## src/rtl/kamus_pkg.sv

```systemverilog
// Shared types for the kamus-v CSR counter unit: CSR address enum,
// system funct2 encoding and the read/modify/write helper.
package kamus_pkg;

   typedef enum logic [1:0] {
      F2_PRIV  = 2'b00,
      F2_CSRRW = 2'b01,
      F2_CSRRS = 2'b10,
      F2_CSRRC = 2'b11
   } funct2_system_t;

   typedef enum logic [11:0] {
      MCOUNTINHIBIT  = 12'h320,
      MTIMECMP       = 12'h7C1,
      MTIMECMPH      = 12'h7C2,
      MHPMCOUNTER3   = 12'hB03,
      MHPMCOUNTER4   = 12'hB04,
      MHPMCOUNTER5   = 12'hB05,
      MHPMCOUNTER6   = 12'hB06,
      MHPMCOUNTER7   = 12'hB07,
      MHPMCOUNTER8   = 12'hB08,
      MHPMCOUNTER9   = 12'hB09,
      MHPMCOUNTER10  = 12'hB0A,
      MHPMCOUNTER3H  = 12'hB83,
      MHPMCOUNTER4H  = 12'hB84,
      MHPMCOUNTER5H  = 12'hB85,
      MHPMCOUNTER6H  = 12'hB86,
      MHPMCOUNTER7H  = 12'hB87,
      MHPMCOUNTER8H  = 12'hB88,
      MHPMCOUNTER9H  = 12'hB89,
      MHPMCOUNTER10H = 12'hB8A,
      CYCLE          = 12'hC00,
      TIME           = 12'hC01,
      INSTRET        = 12'hC02,
      HPMCOUNTER3    = 12'hC03,
      HPMCOUNTER4    = 12'hC04,
      HPMCOUNTER5    = 12'hC05,
      HPMCOUNTER6    = 12'hC06,
      HPMCOUNTER7    = 12'hC07,
      HPMCOUNTER8    = 12'hC08,
      HPMCOUNTER9    = 12'hC09,
      HPMCOUNTER10   = 12'hC0A,
      CYCLEH         = 12'hC80,
      TIMEH          = 12'hC81,
      INSTRETH       = 12'hC82,
      HPMCOUNTER3H   = 12'hC83,
      HPMCOUNTER4H   = 12'hC84,
      HPMCOUNTER5H   = 12'hC85,
      HPMCOUNTER6H   = 12'hC86,
      HPMCOUNTER7H   = 12'hC87,
      HPMCOUNTER8H   = 12'hC88,
      HPMCOUNTER9H   = 12'hC89,
      HPMCOUNTER10H  = 12'hC8A,
      MCYCLE         = 12'hF00,
      MTIME          = 12'hF01,
      MINSTRET       = 12'hF02,
      MCYCLEH        = 12'hF80,
      MTIMEH         = 12'hF81,
      MINSTRETH      = 12'hF82
   } csr_e;

   // Counter slots share the CSR low-index numbering: 0 cycle, 1 time, 2 instret, 3+ HPM.
   localparam int NUM_BASE_CNT = 3;

   function automatic logic [31:0] csr_rmw(input logic [31:0] old, input logic [31:0] wdata,
                                           input funct2_system_t op);
      case (op)
         F2_CSRRW: return wdata;
         F2_CSRRS: return old | wdata;
         F2_CSRRC: return old & ~wdata;
         default:  return old;
      endcase
   endfunction

   // Writable mcountinhibit bits: CY, IR and one per implemented HPM counter.
   function automatic logic [31:0] inh_mask(input int num_hpm);
      logic [31:0] m;
      m = 32'h1;
      for (int k = 2; k <= 2 + num_hpm; k++) m[k] = 1'b1;
      return m;
   endfunction

endpackage

```

## src/rtl/kamus_csr_counter.sv

```systemverilog
// One COUNTER_W-bit CSR counter: 32-bit half writes take priority over increment.
module kamus_csr_counter #(
   parameter int W = 64
) (
   input  logic         clk_i,
   input  logic         rst_i,
   input  logic         inc,
   input  logic         wr_lo,
   input  logic         wr_hi,
   input  logic [31:0]  wdata,
   output logic [W-1:0] value
);

   always_ff @(posedge clk_i) begin
      if (rst_i) begin
         value <= '0;
      end else if (wr_lo) begin
         value[31:0] <= wdata;
      end else if (wr_hi) begin
         value[W-1:32] <= wdata[W-33:0];
      end else if (inc) begin
         value <= value + 1'b1;
      end
   end

endmodule

```

## src/rtl/kamus_csr_counters.sv

```systemverilog
// Machine counter/timer CSR unit: mcycle, mtime/mtimecmp, minstret, HPM bank,
// mcountinhibit. Accesses are accepted every cycle and answered one cycle later.
module kamus_csr_counters
   import kamus_pkg::*;
#(
   parameter int COUNTER_W = 64,
   parameter int NUM_HPM   = 2,
   parameter int TIME_DIV  = 1
) (
   input  logic                                 clk_i,
   input  logic                                 rst_i,
   input  logic                                 csr_req_i,
   input  logic                                 csr_we_i,
   input  logic [1:0]                           csr_op_i,
   input  logic [11:0]                          csr_addr_i,
   input  logic [31:0]                          csr_wdata_i,
   output logic [31:0]                          csr_rdata_o,
   output logic                                 csr_valid_o,
   output logic                                 csr_illegal_o,
   input  logic                                 instr_retired_i,
   input  logic [((NUM_HPM > 0) ? NUM_HPM : 1)-1:0] hpm_event_i,
   output logic                                 timer_irq_o
);

   localparam int          NCNT     = NUM_BASE_CNT + NUM_HPM;
   localparam logic [31:0] INH_MASK = inh_mask(NUM_HPM);

   logic [COUNTER_W-1:0] cnt_q [NCNT];
   logic [COUNTER_W-1:0] cmp_q;
   logic [31:0]          inh_q;
   logic [7:0]           presc_q;
   logic                 tick;

   logic        hit, ro, is_cnt, is_cmp, is_inh, sel_hi, illegal, wr_en;
   logic [6:0]  sel_idx;
   logic [COUNTER_W-1:0] full;
   logic [63:0] full64;
   logic [31:0] rd_val, new_val;
   logic [NCNT-1:0] inc, wr_lo, wr_hi;

   assign tick = (presc_q == 8'(TIME_DIV - 1));

   // Address decode: Fxx/Bxx/Cxx pages carry the counter slot in bits 6:0, half in bit 7.
   always_comb begin
      hit     = 1'b0;
      ro      = 1'b0;
      is_cnt  = 1'b0;
      is_cmp  = 1'b0;
      is_inh  = 1'b0;
      sel_hi  = csr_addr_i[7];
      sel_idx = csr_addr_i[6:0];
      case (csr_addr_i)
         MCOUNTINHIBIT: begin hit = 1'b1; is_inh = 1'b1; end
         MTIMECMP:      begin hit = 1'b1; is_cmp = 1'b1; sel_hi = 1'b0; end
         MTIMECMPH:     begin hit = 1'b1; is_cmp = 1'b1; sel_hi = 1'b1; end
         default: begin
            if (csr_addr_i[11:8] == 4'hF && sel_idx < 7'(NUM_BASE_CNT)) begin
               hit = 1'b1; is_cnt = 1'b1;
            end else if (csr_addr_i[11:8] == 4'hB && sel_idx >= 7'(NUM_BASE_CNT)
                         && sel_idx < 7'(NCNT)) begin
               hit = 1'b1; is_cnt = 1'b1;
            end else if (csr_addr_i[11:8] == 4'hC && sel_idx < 7'(NCNT)) begin
               hit = 1'b1; is_cnt = 1'b1; ro = 1'b1;
            end
         end
      endcase
   end

   assign illegal = ~hit | (csr_we_i & ro);
   assign wr_en   = csr_req_i & csr_we_i & ~illegal;

   always_comb begin
      full = cmp_q;
      if (is_cnt) begin
         full = '0;
         for (int k = 0; k < NCNT; k++)
            if (sel_idx == 7'(k)) full = cnt_q[k];
      end
   end

   assign full64  = 64'(full);
   assign rd_val  = is_inh ? inh_q : (sel_hi ? full64[63:32] : full64[31:0]);
   assign new_val = csr_rmw(rd_val, csr_wdata_i, funct2_system_t'(csr_op_i));

   always_comb begin
      inc    = '0;
      inc[0] = ~inh_q[0];
      inc[1] = tick;
      inc[2] = instr_retired_i & ~inh_q[2];
      for (int i = 0; i < NUM_HPM; i++)
         inc[NUM_BASE_CNT+i] = hpm_event_i[i] & ~inh_q[NUM_BASE_CNT+i];
      wr_lo = '0;
      wr_hi = '0;
      for (int k = 0; k < NCNT; k++) begin
         wr_lo[k] = wr_en & is_cnt & (sel_idx == 7'(k)) & ~sel_hi;
         wr_hi[k] = wr_en & is_cnt & (sel_idx == 7'(k)) & sel_hi;
      end
   end

   for (genvar k = 0; k < NCNT; k++) begin : g_cnt
      kamus_csr_counter #(.W(COUNTER_W)) u_cnt (
         .clk_i (clk_i),
         .rst_i (rst_i),
         .inc   (inc[k]),
         .wr_lo (wr_lo[k]),
         .wr_hi (wr_hi[k]),
         .wdata (new_val),
         .value (cnt_q[k])
      );
   end

   always_ff @(posedge clk_i) begin
      if (rst_i) begin
         presc_q       <= '0;
         inh_q         <= '0;
         cmp_q         <= '1;
         csr_valid_o   <= 1'b0;
         csr_rdata_o   <= '0;
         csr_illegal_o <= 1'b0;
         timer_irq_o   <= 1'b0;
      end else begin
         presc_q       <= tick ? 8'd0 : presc_q + 8'd1;
         timer_irq_o   <= (cnt_q[1] >= cmp_q);
         csr_valid_o   <= csr_req_i;
         csr_illegal_o <= csr_req_i & illegal;
         csr_rdata_o   <= (csr_req_i & ~illegal) ? rd_val : 32'd0;
         if (wr_en && is_inh) inh_q <= new_val & INH_MASK;
         if (wr_en && is_cmp) begin
            if (sel_hi) cmp_q[COUNTER_W-1:32] <= new_val[COUNTER_W-33:0];
            else        cmp_q[31:0]           <= new_val;
         end
      end
   end

endmodule

```

## config.mk

```make
export PLATFORM = sky130hd
export DESIGN_NAME = kamus_csr_counters
export DESIGN_NICKNAME = d
export VERILOG_FILES = /design/src/rtl/kamus_pkg.sv /design/src/rtl/kamus_csr_counter.sv /design/src/rtl/kamus_csr_counters.sv
export SDC_FILE = /design/constraint.sdc
export NUM_CORES = 2
export LEC_CHECK = 0
export CAP_MARGIN = 30
export CORE_ASPECT_RATIO = 1.5
export CORE_UTILIZATION = 30
export DETAILED_ROUTE_END_ITERATION = 7
export GPL_TIMING_DRIVEN = 0
export SLEW_MARGIN = 20
export SYNTH_ARGS = -nofsm -noshare
export SYNTH_HDL_FRONTEND = slang
export SYNTH_SLANG_ARGS = --single-unit
```

## constraint.sdc

```tcl
create_clock -name clk_i -period 3.2 [get_ports clk_i]
set_input_delay 0.32 -clock clk_i [delete_from_list [all_inputs] [get_ports clk_i]]
set_output_delay 0.32 -clock clk_i [all_outputs]
set_load 0.02 [all_outputs]
```

==> results.cfg <==
[detailed_routing]
wl_per_cell_um = 40.90
viasPerCell = 6.663
firstDrtPassIters = 8
routed-wl-met2_um = 89120
drt-initial-drc-count = 4521
routed_wl_um = 207100
m1WireLength_um = 70170
top_layer_used = met5
route.detailed.drc = 3
drtAntennaViolNets = 0
wl_met3_um = 19080
via_count = 33750

[logic_synthesis]
synthCells = 3585
synth_cell_type_count = 94
synth_top_area_cell = dfxtp_1
synth_edf_count = 0
syn_area_sq_um = 27230
ys_seq_area_share_pct = 31.69
yosys_register_bits = 431
synth.top_cells.by_area = dfxtp_1 (32%), nor2_1 (4.9%), nand2_1 (4.8%)
synth-async-reset-ratio_pct = 0
synth_top_area_share_pct = 31.69
yosys_warnings = 0
synth_nets = 3709
ys.flop_type = dfxtp_1
synth_area_per_cell_sq_um = 7.595

[die]
io_pins = 88
num_rows = 135
fp.dieArea_sq_um = 92000
coreArea_sq_um = 90030
die_h_um = 371.0
start_util_pct = 30.25
die_w_um = 248.0

[cells_and_area]
area_growth_pct = 27.01
final_nets = 3970
drive_gt1_share_pct = 16.31
layout.cells.non_filler = 5065

[global_routing]
grtUsageTotal_pct = 44.24
grt_pass1_wl_um = 272900
grt_overflow = 0
grt_pass1_vias = 30910
antenna_found_initial = 26
grt_max_degree = 14

[timing]
slew_violations = 0
setup_viol = 121
maxSlewHeadroom_pct = 19.75
worst_pin_slew_ps = 1198
fmax_ghz = 0.2940
finalCritPeriodShare_pct = 106.3
skew_ps = 32.66
min_period_ps = 3401
tns_ps = -5592
setup_slack_ps = -201.3
finalHoldViolations = 0

[pwr]
ir_worst_vdd_mv = 0.3666
p_leak_uw = 0.01260
powerDensity_nw_per_um2 = 408.1

[clock_tree]
cts_root_buf = clkbuf_16
clk_pin_slew_ps = 60
clock_sinks = 431
hold_buffers = 0
clockBufferDepth = 3
clk_latency_ps = 650
numCtsBuffers = 49
cts-htree-levels = 2
cts_tree = yes

[place]
port_buffers = 80
place_ws_ps = -3463
gp_congestion = 1.127
dp_cells = 4890
dp_hpwl_um = 162700

[critical_path]
cpMaxStageDelayCell = nor2b_1
critPathMaxFanout = 10
crit_type = in -> reg
slowest_delay_ps = 750
worstPathRequired_ps = 3680
cp.arrival_ps = 3880
path_cells = clkdlybuf4s15_2, buf_8, clkbuf_4, buf_4, nor2b_1, o2111ai_1, o211ai_1, nand3_1, a21oi_1
worst_setup_path_end_kind = flop
r2r_cells = 8
r2r_slack_ps = -40
critPathLaunchType = input pin
rr_endpoint = g_cnt[0].u_cnt.value[54]
r2r-start = g_cnt[1].u_cnt.value[54]

[run_status]
failed_checks = design-rule violations, negative setup slack
status = finished with violations

[min_path]
hold-path-cell-count = 2
hold_path_end = cmp_q[37]
hp-start = cmp_q[37]
hp-class = reg -> reg

[job]
drv_cap = 0
## timing repair
item | in CTS | in global routing
buffers inserted | 53 | 21
gates cloned | 0 | 2
gates resized for setup | 347 | 104
pin swaps | 44 | 18
setup endpoints to repair | 420 | 277
endpoints found under the hold margin | 0 | 0
## cell usage in the layout, fill, tap and decap left out, drive strengths merged, types with 41 or more instances in the layout
cell / n
dfxtp: 431
nor2: 357
nand2: 345
clkbuf: 253
a21oi: 221
buf: 204
o21ai: 182
nand3: 178
o22ai: 122
nand4: 119
nor3: 119
a211oi: 108
xnor2: 107
inv: 105
clkdlybuf4s50: 76
and3: 76
xor2: 74
o211ai: 73
ha: 71
a22oi: 66
and4: 42
nor4: 41
## Yosys cell counts, types with 8 or more instances
master	number
a2111oi_0	10
a211oi_1	107
a21o_1	28
a21oi_1	221
a221oi_1	25
a22o_1	13
a22oi_1	66
a2bb2oi_1	13
a31oi_1	34
a32oi_1	9
and2_1	25
and3_1	76
and4_1	42
buf_1	17
buf_2	45
clkbuf_1	194
dfxtp_1	431
ha_1	71
inv_1	102
mux2_2	34
mux2i_1	26
nand2_1	345
nand2b_1	15
nand3_1	177
nand4_1	118
nor2_1	356
nor2b_1	14
nor3_1	118
nor3b_1	13
nor4_1	39
o211ai_1	73
o21a_1	27
o21ai_0	180
o22ai_1	122
o2bb2ai_1	15
o31a_1	17
o31ai_1	8
or2_2	10
or3_1	27
or4_1	19
xnor2_1	106
xor2_1	74
## worst max-delay path by stage
stage | start | end | slack, ps
CTS | csr_addr_i[6] | g_cnt[2].u_cnt.value[30] | -2
finish | csr_addr_i[0] | csr_rdata_o[29] | -200
floorplan | g_cnt[2].u_cnt.value[20] | g_cnt[2].u_cnt.value[62] | 200
global route | csr_addr_i[4] | g_cnt[2].u_cnt.value[49] | -50
detailed placement | csr_addr_i[2] | g_cnt[2].u_cnt.value[60] | -3460
global placement | csr_addr_i[2] | g_cnt[3].u_cnt.value[2] | -4730
## state kept, by name, summed over array words and instances (netlist names)
register	flops
cmp_q	64
csr_rdata_o	32
inh_q	4
csr_valid_o	1
timer_irq_o	1
csr_illegal_o	1
presc_q	8
g_cnt.u_cnt.value	320
## per-layer routing
metal	track usage, %	vias to the layer above
li1	-	13930
met1	47.93	16320
met2	68.05	2538
met3	10.14	950
met4	47.37	10
met5	0	-
## layout make-up
| cell class | instances | area [sq um] |
|---|---|---|
| fill | 9432 | 55440 |
| multi-input combinational | 2793 | 18330 |
| sequential | 431 | 8682 |
| timing repair buffer | 219 | 2409 |
| buffer | 249 | 1493 |
| clock buffer | 68 | 1480 |
| tap | 1164 | 1456 |
| inverter | 103 | 386.6 |
| clock inverter | 23 | 311.5 |
| antenna | 15 | 37.54 |
## cells by family after synthesis
logic type | count (synthesis) | synth area share, %
adders and majority gates | 71 | 3.262
muxes | 60 | 2.362
buffers and inverters | 361 | 5.224
and+or+nand+nor | 1434 | 26.17
xor gates and xnor gates | 181 | 5.849
AOI/OAI and AO/OA | 1047 | 25.45
DFF | 431 | 31.69
## through the flow
step / utilization (%) / area (sq um) / power [uW] / hold slack, ps
2_1_floorplan: - / 27230 / 6070 / 414.9
3_5_place_dp: 33.97 / 30580 / 7395 / 456.3
4_1_cts: 37.78 / 34010 / 13950 / 425.1
5_1_grt: 38.37 / 34550 / 14230 / 463.3
6_report: 38.42 / 34590 / 14110 / 467.4
3_3_place_gp: 32.75 / 29490 / 7151 / 447.3
## critical path: cells and delay by family
| family | cells | cell delay, ps |
|---|---|---|
| simple gates | 2 | 1430 |
| compound gates | 3 | 1180 |
| buf+inv | 4 | 920 |
## report_power, final
| group | internal [uW] | leakage, uW | total (uW) | switching (uW) |
|---|---|---|---|---|
| clock | 3800 | 0.000898 | 6450 | 2650 |
| combinational | 623 | 0.00821 | 2230 | 1610 |
| sequential | 5380 | 0.00349 | 5430 | 53.3 |
No activity file was read; power rests on OpenSTA's default activity.
